File: config.mk
export PLATFORM = sky130hd
export DESIGN_NAME = control_unit
export DESIGN_NICKNAME = d
export VERILOG_FILES = /design/src/rtl/riscv_pkg.sv /design/src/rtl/instret_counter.sv /design/src/rtl/control_unit.sv
export SDC_FILE = /design/constraint.sdc
export NUM_CORES = 1
export LEC_CHECK = 0
export ABC_AREA = 1
export BUFFER_PORTS_ARGS = -buffer_cell sky130_fd_sc_hd__buf_4
export CORE_MARGIN = 10
export CORE_UTILIZATION = 35
export CTS_CLUSTER_DIAMETER = 100
export DETAILED_ROUTE_END_ITERATION = 8
export PLACE_DENSITY = 0.63
export SLEW_MARGIN = 10
export SYNTH_ARGS = -nofsm -noshare
export SYNTH_HDL_FRONTEND = slang
export SYNTH_SLANG_ARGS = --single-unit
File: constraint.sdc
create_clock -name CLK -period 1.95 [get_ports CLK]
set_input_delay 0.195 -clock CLK [delete_from_list [all_inputs] [get_ports CLK]]
set_output_delay 0.195 -clock CLK [all_outputs]
set_load 0.01 [all_outputs]
File: src/rtl/riscv_pkg.sv
// Shared opcode constants and control FSM state encoding.
// ILLEGAL_TRAP_EN adds the HALT state used by the illegal-opcode trap.
package riscv_pkg;

  localparam logic [6:0] OPC_OP     = 7'b0110011;
  localparam logic [6:0] OPC_OP_IMM = 7'b0010011;
  localparam logic [6:0] OPC_LUI    = 7'b0110111;
  localparam logic [6:0] OPC_AUIPC  = 7'b0010111;
  localparam logic [6:0] OPC_JAL    = 7'b1101111;
  localparam logic [6:0] OPC_JALR   = 7'b1100111;
  localparam logic [6:0] OPC_BRANCH = 7'b1100011;
  localparam logic [6:0] OPC_LOAD   = 7'b0000011;
  localparam logic [6:0] OPC_STORE  = 7'b0100011;

`ifdef ILLEGAL_TRAP_EN
  typedef enum logic [2:0] {
    ST_FETCH, ST_DECODE, ST_EXEC, ST_MEM, ST_HALT
  } state_t;
`else
  typedef enum logic [2:0] {
    ST_FETCH, ST_DECODE, ST_EXEC, ST_MEM
  } state_t;
`endif

  function automatic logic opc_known(input logic [6:0] op);
    case (op)
      OPC_OP, OPC_OP_IMM, OPC_LUI, OPC_AUIPC, OPC_JAL, OPC_JALR,
      OPC_BRANCH, OPC_LOAD, OPC_STORE: return 1'b1;
      default:                         return 1'b0;
    endcase
  endfunction

endpackage

File: src/rtl/instret_counter.sv
// Retired-instruction counter: increments once per PC load, wraps at 2^W.
module instret_counter #(
  parameter int W = 32
) (
  input  logic         clk,
  input  logic         reset,
  input  logic         inc,
  output logic [W-1:0] count
);

  always_ff @(posedge clk) begin
    if (reset)
      count <= '0;
    else if (inc)
      count <= count + 1'b1;
  end

endmodule

File: src/rtl/control_unit.sv
// Multi-cycle RISC-V control FSM (FETCH/DECODE/EXEC/MEM) with combinational decodes.
// Define ILLEGAL_TRAP_EN to trap unknown opcodes into HALT with an illegal output.
module control_unit
  import riscv_pkg::*;
#(
  parameter int CNT_WIDTH = 32
) (
  input  logic                 CLK,
  input  logic                 reset,
  input  logic [6:0]           opcode,
  input  logic                 mem_ready,
  output logic                 mem_re,
  output logic                 mem_we,
  output logic                 WE_RF,
  output logic [1:0]           RF_din_sel,
  output logic                 ULA_din2_sel,
  output logic                 addr_sel,
  output logic                 load_pc,
  output logic                 load_ir,
  output logic                 pc_next_sel,
  output logic                 pc_adder_sel,
  output logic                 branch,
  output logic [CNT_WIDTH-1:0] instret,
`ifdef ILLEGAL_TRAP_EN
  output logic                 illegal,
`endif
  output state_t               dbg_state
);

  state_t state;
  logic   is_load, is_store;

  assign is_load   = (opcode == OPC_LOAD);
  assign is_store  = (opcode == OPC_STORE);
  assign dbg_state = state;

  always_ff @(posedge CLK) begin
    if (reset) begin
      state <= ST_FETCH;
    end else begin
      case (state)
        ST_FETCH:  if (mem_ready) state <= ST_DECODE;
        ST_DECODE: state <= ST_EXEC;
        ST_EXEC: begin
          if (is_load || is_store)
            state <= ST_MEM;
`ifdef ILLEGAL_TRAP_EN
          else if (!opc_known(opcode))
            state <= ST_HALT;
`endif
          else
            state <= ST_FETCH;
        end
        ST_MEM:    if (mem_ready) state <= ST_FETCH;
`ifdef ILLEGAL_TRAP_EN
        ST_HALT:   state <= ST_HALT;
`endif
        default:   state <= ST_FETCH;
      endcase
    end
  end

  always_comb begin
    mem_re       = 1'b0;
    mem_we       = 1'b0;
    WE_RF        = 1'b0;
    RF_din_sel   = 2'b00;
    ULA_din2_sel = 1'b0;
    addr_sel     = 1'b1;
    load_pc      = 1'b0;
    load_ir      = 1'b0;
    pc_next_sel  = 1'b0;
    pc_adder_sel = 1'b0;
    branch       = 1'b0;
`ifdef ILLEGAL_TRAP_EN
    illegal      = 1'b0;
`endif
    case (state)
      ST_FETCH: begin
        mem_re  = 1'b1;
        load_ir = mem_ready;
      end
      ST_EXEC: begin
        case (opcode)
          OPC_OP: begin
            WE_RF = 1'b1; RF_din_sel = 2'b01; load_pc = 1'b1;
          end
          OPC_OP_IMM, OPC_LUI: begin
            WE_RF = 1'b1; RF_din_sel = 2'b01; ULA_din2_sel = 1'b1; load_pc = 1'b1;
          end
          OPC_AUIPC: begin
            WE_RF = 1'b1; RF_din_sel = 2'b11; load_pc = 1'b1;
          end
          OPC_JAL, OPC_JALR: begin
            WE_RF = 1'b1; RF_din_sel = 2'b10; load_pc = 1'b1; pc_next_sel = 1'b1;
            pc_adder_sel = (opcode == OPC_JALR);
          end
          OPC_BRANCH: begin
            load_pc = 1'b1; branch = 1'b1; pc_next_sel = 1'b1;
          end
          OPC_LOAD, OPC_STORE: ;
`ifdef ILLEGAL_TRAP_EN
          default: ;
`else
          default: load_pc = 1'b1;
`endif
        endcase
      end
      ST_MEM: begin
        addr_sel     = 1'b0;
        ULA_din2_sel = 1'b1;
        mem_re       = is_load;
        mem_we       = is_store;
        if (mem_ready) begin
          WE_RF   = is_load;
          load_pc = 1'b1;
        end
      end
`ifdef ILLEGAL_TRAP_EN
      ST_HALT: illegal = 1'b1;
`endif
      default: ;
    endcase
    // Reset may land mid-wait; no side effect may escape in that cycle.
    if (reset) begin
      mem_re  = 1'b0;
      mem_we  = 1'b0;
      WE_RF   = 1'b0;
      load_pc = 1'b0;
      load_ir = 1'b0;
    end
  end

  instret_counter #(.W(CNT_WIDTH)) u_instret (
    .clk   (CLK),
    .reset (reset),
    .inc   (load_pc),
    .count (instret)
  );

endmodule

# ---- After elaboration in Yosys (flattened, before gate mapping)
# Cells that the tools add are included.
dict set report totals {
  out_inout_bits 47
  elab_cells 55
  inputBits 10
  regBits 35
}
dict set report classes {
  n_mux 29
  n_addsub 1
  eq_ne 14
  n_reduce_logical 9
}
# op count
set op_table {}
lappend op_table {{$add 32x1->32 const B} 1}
lappend op_table {{$eq 7x6->1 const B} 3}
lappend op_table {{$eq 7x7->1 const B} 3}
lappend op_table {{$mux 1} 19}
lappend op_table {{$eq 7x5->1 const B} 2}
lappend op_table {{$pmux 3 s4} 1}
lappend op_table {{$pmux 1 s2} 4}
lappend op_table {{$eq 7x2->1 const B} 1}
lappend op_table {{$eq 3x2->1 const B} 2}
lappend op_table {{$mux 3} 2}
lappend op_table {{$pmux 2 s3} 1}
lappend op_table {{$reduce_or 2->1} 3}
lappend op_table {{$reduce_or 3->1} 2}
lappend op_table {{$reduce_or 6->1} 1}
lappend op_table {{$mux 2} 2}
lappend op_table {{$ne 2x2->1 const B} 2}
lappend op_table {{$eq 3x1->1 const B} 1}
lappend op_table {{$logic_not 3->1} 1}
lappend op_table {{$reduce_and 2->1} 1}
lappend op_table {{$logic_or 1x1->1} 1}

# ---- Depth between registers and ports, before layout
# Gate-level depths: netlist of run 1.
dict set report depth {
  word_depth 5
  mapped_depth 11
  ltp_nobuf 11
}

# ---- Cells and area by module
# A second synthesis of run 1 with hierarchy kept.
dict set report unflattened {
  cells_unflattened 332
  area_unflattened_um2 2203.4
}
# mod instances seq_area_each_um2 cells_per_inst area_each_um2
set by_module_without_submodules {}
lappend by_module_without_submodules {instret_counter 1 640.6 263 1793.0}
lappend by_module_without_submodules {control_unit 1 40.0 69 410.4}

# ---- Worst setup path before layout of run 1
# Ideal clock, no wire load.
dict set report synth_timing {
  path_type {register -> register}
  from {register state[0], in the netlist dbg_state[0]}
  to {register u_instret.count[0]}
  synth_period_minus_slack_ns 1.533
  arrival_time_ns 1.405
  path_slack_ns 0.417
  path_stages_with_launch 9
  required_time_ns 1.822
  setup_time_ns 0.128
  path_cell_list {dfxtp_1 > inv_1 > ha_1 > buf_2 > nand3_4 > nand2_4 > buf_4 > o21ai_0 > a21oi_1}
}
dict set report synth_between {
  elab_chain_cells 3
}
# element line
set synth_lines {}
lappend synth_lines {{start, declared} control_unit.sv:30} ;# state_t state;
lappend synth_lines {{start signal, assigned} control_unit.sv:39} ;# state <= ST_FETCH;
lappend synth_lines {{start signal, assigned} control_unit.sv:42} ;# ST_FETCH: if (mem_ready) state <= ST_DECODE;
lappend synth_lines {{start signal, assigned} control_unit.sv:43} ;# ST_DECODE: state <= ST_EXEC;
lappend synth_lines {{$eq 3x2->1} control_unit.sv:78} ;# case (state)
lappend synth_lines {{$pmux 1 s2 (*)} control_unit.sv:78}
lappend synth_lines {{$mux 1 (*)} control_unit.sv:125} ;# if (reset) begin
lappend synth_lines {{end signal, assigned} instret_counter.sv:15} ;# count <= count + 1'b1;
lappend synth_lines {{end, declared} instret_counter.sv:8} ;# output logic [W-1:0] count
# Mark *: on every way between the ends. The rest lies on a longest branch, timed or not.
# A chain may end at the register's enable or synchronous reset.

# ---- Worst setup path after layout of run 1
dict set report layout_timing {
  from {register state[0], in the netlist dbg_state[0]}
  to {output port WE_RF}
}
dict set report layout_between {
  elab_chain_cells 3
}
# element line
set layout_lines {}
lappend layout_lines {{$eq 3x2->1} control_unit.sv:78}
lappend layout_lines {{$pmux 1 s2 (*)} control_unit.sv:78}
lappend layout_lines {{$mux 1 (*)} control_unit.sv:125}
lappend layout_lines {{end, declared} control_unit.sv:14} ;# output logic WE_RF,
# Marked as above.

==> impl_metrics.tcl, run 1 <==
set metrics [dict create \
    viasPerCell 4.64 \
    cp.required_ps 1750 \
    cts_buffers 5 \
    drtAntennaViolNets 0 \
    crit_family "flip-flops" \
    cp-start-kind "flip-flop" \
    grt_max_degree 34 \
    diodes 0 \
    fillers 750 \
    cp-end-kind "primary output" \
    rows 30 \
    p_per_area_nw_per_um2 527 \
    min_period_over_period_pct 93.4 \
    ys_seq_elements 34 \
    grt_setup_unrepaired "false" \
    total_power_mw 1.62 \
    clk_pin_slew_ps 70 \
    synth_area_um2 2490 \
    ys_seq_area_share_pct 27.4 \
    synth_mux_area_share_pct 0 \
    synth-xor-area-share_pct 1.76 \
    synth_compound_area_share_pct 9.80 \
    synth_cell_type_count 33 \
    clock_latency_ps 290 \
    hold_viol_final 0 \
    fmax_ghz 0.549 \
    syn_nets 424 \
    synthSimpleGateAreaFrac_pct 49.9 \
    hold_slack_ps 287 \
    grt_usage_pct 12.6 \
    die_h_um 104 \
    min_period_ps 1820 \
    port_buffers 55 \
    critPathBufInv 2 \
    core_um2 6870 \
    cts_tree "built" \
    cpMaxStageDelayCell "dfxtp_1" \
    firstDrtPassIters 4 \
    grt-ovfl-total 0 \
    post_cts_buffers 0 \
    post_cts_resized 1 \
    worstPathCellList "ha_1 > inv_1 > o31ai_1 > nor2_1 > nor2_1 > buf_4" \
    die-area_um2 10900 \
    max_cap_viol_count 0 \
    ioPinCount 57 \
    wire_per_inst_um 12.3 \
    dp_hpwl_um 5540 \
    finalMaxSlewViolations 0 \
    outcome "finished clean" \
    critPathMaxStageDelay_ps 410 \
    avgSynthCellArea_um2 6.08 \
    cts-htree-levels 2 \
    place.gp.congestion 0.908 \
    crit_top_cell "nor2_1" \
    finClkSkew_ps 7.68 \
    clockRootBuffer "clkbuf_8" \
    hold_class "primary input to flip-flop" \
    area_growth_pct 23.9 \
    vias 2601 \
    synthCells 409 \
    synth_fa_ha_area_share_pct 2.51 \
    die_w_um 104 \
    first_global_vias 2361 \
    setup-tns-final_ps 0 \
    critPathKind "flip-flop to primary output" \
    cp_max_fo 6 \
    setup_viol 0 \
    nets 479 \
    arrival_ps 1630 \
    yosysWarnings 0 \
    synth_top_family_by_area "simple AND/OR/NAND/NOR gates" \
    fin_util_pct 44.9 \
    clkSinkCount 34 \
    wl_um 6910 \
    start_util_pct 36.2 \
    cts_hold_buf 0 \
    ir_worst_vdd_mv 0.256 \
    layout-drive-gt1-share_pct 22.4 \
    clk_path_buf_depth 2 \
    p_leak_nw 1.32 \
    drtIter0Drc 126 \
    grt_pass1_wl_um 11700 \
    route.detailed.drc 0 \
    antenna_found_initial 0 \
]
## where the power goes
| group | switching, mW | internal (mW) | total (mW) |
|---|---|---|---|
| clock network | 0.260 | 0.285 | 0.545 |
| logic | 0.218 | 0.130 | 0.348 |
| registers | 0.0195 | 0.711 | 0.730 |
## state kept, by name, summed over array words and instances, names as in the netlist
register,flops
u_instret.count,32
dbg_state,2
## layer usage
layer  vias to the layer above  global-route usage [%]  share of wire, %
met4                         0                    3.28              0.91
met2                        61                    20.7                46
li1                       1385                       -                 -
met5                         -                       0                 0
met3                         6                    3.35               6.0
met1                      1149                    15.8                47
## cell usage in the layout, fill, tap and decap left out, types with 2 or more instances in the layout
master / n
nor2_4: 3
dfxtp_1: 33
inv_2: 3
nand2_1: 153
a21oi_2: 9
clkbuf_8: 6
nand2_2: 5
nand2_4: 4
o21ai_0: 4
nand3_1: 22
a21oi_1: 15
xor2_1: 5
nand3b_1: 8
inv_1: 34
a31oi_1: 2
buf_4: 59
nor2_2: 6
nor3_1: 7
nor2_1: 68
ha_1: 4
## final cells by class
class | count | area (um^2) | area share, %
Multi-Input combinational cell | 327 | 1610 | 52.2
Sequential cell | 34 | 682 | 22.1
Timing Repair Buffer | 59 | 443 | 14.4
Inverter | 37 | 139 | 4.50
Tap cell | 96 | 120 | 3.90
Clock buffer | 7 | 86.3 | 2.80
Clock inverter | 1 | 5.00 | 0.162
## stage by stage
step / instance area (um^2) / setup slack, ps / cells
floorplan: 2490 / 417 / 409
global placement: 2980 / 247 / 553
detailed placement: 2980 / 186 / 553
CTS: 3070 / 97.8 / 561
global route: 3080 / 14.8 / 561
finish: 3080 / 129 / 561
## synthesized netlist by cell type (all sizes together)
| cell type | n | area share [%] |
|---|---|---|
| nand2 | 162 | 26 |
| nor3 | 8 | 1.8 |
| ha | 5 | 2.5 |
| nor2 | 78 | 14 |
| a21o | 1 | 0.30 |
| xor2 | 5 | 1.8 |
| o21ai | 4 | 0.80 |
| o211ai | 1 | 0.30 |
| o31ai | 1 | 0.30 |
| inv | 37 | 5.6 |
| a31oi | 2 | 0.50 |
| a211oi | 1 | 0.30 |
| dfxtp | 34 | 27 |
| conb | 1 | 0.15 |
| a21oi | 25 | 6.8 |
| o221a | 1 | 0.45 |
| nand3b | 9 | 2.9 |
| nand3 | 23 | 5.1 |
| clkbuf | 4 | 0.60 |
| buf | 7 | 2.4 |
## final timing paths
check                                          from             endpoint  slack [ps]  cells after the start
worst min-delay path                          reset  u_instret.count[19]         290                      2
worst max-delay path                   dbg_state[0]                WE_RF         130                      6
worst max register to register         dbg_state[0]  u_instret.count[29]         310                      6
worst min register to register  u_instret.count[31]  u_instret.count[31]         510                      2
## cell families (layout without fill, tap and decap cells)
logic type / after synthesis / count (layout)
other: 1 / 1
buffers and inverters: 48 / 104
XOR/XNOR: 5 / 5
flip-flops: 34 / 34
AND/OR/NAND/NOR: 280 / 280
AO/OA/AOI/OAI: 36 / 36
adder cells (fa/ha/maj): 5 / 5
No activity file was read; power rests on OpenSTA's default activity.
==> run 2, diff against run 1 <==
--- a/config.mk
+++ b/config.mk
@@ -8,11 +8,13 @@
 export ABC_AREA = 1
 export BUFFER_PORTS_ARGS = -buffer_cell sky130_fd_sc_hd__buf_4
 export CORE_MARGIN = 10
-export CORE_UTILIZATION = 35
+export CORE_UTILIZATION = 45
 export CTS_CLUSTER_DIAMETER = 100
 export DETAILED_ROUTE_END_ITERATION = 8
-export PLACE_DENSITY = 0.63
+export GPL_TIMING_DRIVEN = 1
+export PLACE_DENSITY = 0.75
 export SLEW_MARGIN = 10
 export SYNTH_ARGS = -nofsm -noshare
 export SYNTH_HDL_FRONTEND = slang
 export SYNTH_SLANG_ARGS = --single-unit
+export TNS_END_PERCENT = 30
==> run 2 against run 1 <==
Register-to-register slack worse by 80 ps. Critical endpoint unchanged. Critical path type unchanged. Clock power up 1%. Global-route usage up 2.8 points. Critical path depth unchanged.
==> impl_metrics.tcl, run 2 (same netlist as run 1, synthesis figures left out) <==
set metrics [dict create \
    start_util_pct 45.8 \
    tightest_slew_ps 591 \
    critPathKind "flip-flop to primary output" \
    clockRootBuffer "clkbuf_8" \
    nets 477 \
    max_cap_viol_count 0 \
    port_buffers 55 \
    area_growth_pct 22.0 \
    max_slew_margin_pct 60.6 \
    outcome "finished clean" \
    setup_viol 0 \
    ir_worst_vdd_mv 0.391 \
    grt_pass1_wl_um 11400 \
    p_leak_nw 1.31 \
    viasPerCell 4.86 \
    cp-start-kind "flip-flop" \
    layout-drive-gt1-share_pct 21.8 \
    hold_class "primary input to flip-flop" \
    hold_viol_final 0 \
    cts_buffers 5 \
    drtAntennaViolNets 0 \
    die_w_um 94.4 \
    cp.required_ps 1750 \
    clock_latency_ps 290 \
    setup-tns-final_ps 0 \
    final_cell_mix "nand2_1 (153), nor2_1 (68), buf_4 (57)" \
    cts_tree "built" \
    place.gp.congestion 0.925 \
    diodes 0 \
    core_um2 5440 \
    drtIter0Drc 155 \
    clk_path_buf_depth 2 \
    finalMaxSlewViolations 0 \
    cp_max_fo 6 \
    ioPinCount 57 \
    grt-ovfl-total 0 \
    first_global_vias 2471 \
    final_common_cell "nand2_1" \
    p_per_area_nw_per_um2 535 \
    fmax_ghz 0.541 \
    finClkSkew_ps 4.09 \
    grt_setup_unrepaired "false" \
    clk_pin_slew_ps 70 \
    cp-end-kind "primary output" \
    max_flop_register "u_instret.count" \
    cts-htree-levels 2 \
    clkSinkCount 34 \
    largest_register_ffs 32 \
    wire_per_inst_um 12.6 \
    antenna_found_initial 0 \
    arrival_ps 1650 \
    route.detailed.drc 0 \
    rows 27 \
    grt_max_degree 34 \
    grt_usage_pct 15.4 \
    die-area_um2 8900 \
    dp_hpwl_um 5300 \
    min_period_over_period_pct 94.7 \
    wl_um 6730 \
    die_h_um 94.4 \
    firstDrtPassIters 4 \
    total_power_mw 1.62 \
    vias 2602 \
    min_period_ps 1850 \
]
==> run 2: cell types whose count changed in the layout (fill, tap and decap cells not counted), sizes merged <==
cell and change:
buf -2
==> run 2: cell type report <==
cell class | instances | area [um^2]
clock buffer | 7 | 86.3
clock inverter | 1 | 5.00
fill | 547 | 2400
inverter | 37 | 139
multi-input combinational | 327 | 1610
sequential | 34 | 681
tap | 72 | 90.1
timing repair buffer | 57 | 428
==> run 2: worst paths after layout <==
check,end,startpoint,slack [ps],cells past startpoint
min,u_instret.count[17],reset,290,2
max,WE_RF,dbg_state[1],100,6
min reg2reg,u_instret.count[31],u_instret.count[31],500,2
max reg2reg,u_instret.count[28],dbg_state[1],230,6
==> run 2: through the flow <==
step | utilization, % | instances | hold WS (ps) | instance area (um^2) | worst slack (ps)
floorplan | - | 409 | 444 | 2490 | 417
global placement | 53.8 | 526 | 486 | 2930 | 256
CTS | 55.6 | 535 | 286 | 3020 | 19.2
global route | 55.8 | 535 | 292 | 3040 | 12.2
detailed placement | 53.8 | 526 | 494 | 2930 | 177
finish | 55.8 | 535 | 287 | 3040 | 103
==> run 2: timing repair <==
action                     CTS  global route
gates resized for setup      0             2
pin swaps                    1             0
gates cloned                 0             0
hold buffers                 0             0
setup endpoints to repair    1            11
setup buffers                1             0
==> run 2: where the power goes <==
group | internal [mW] | total, mW | switching (mW)
sequential | 0.710 | 0.730 | 0.0200
combinational | 0.127 | 0.342 | 0.215
clock | 0.285 | 0.553 | 0.268
total | 1.12 | 1.62 | 0.503
==> run 2: routing by layer <==
metal	wire (um)	global-route usage (%)
met1	3120	18.6
met2	3120	25.5
met3	357	4.76
met4	131	5.06
met5	0	0
==> run 2: worst max-delay path, cell delays in order (launching register included) <==
cell and delay (ps):
dfxtp_1 460, ha_1 270, inv_1 100, o31ai_1 240
nor2_1 60, nor2_1 90, buf_4 130
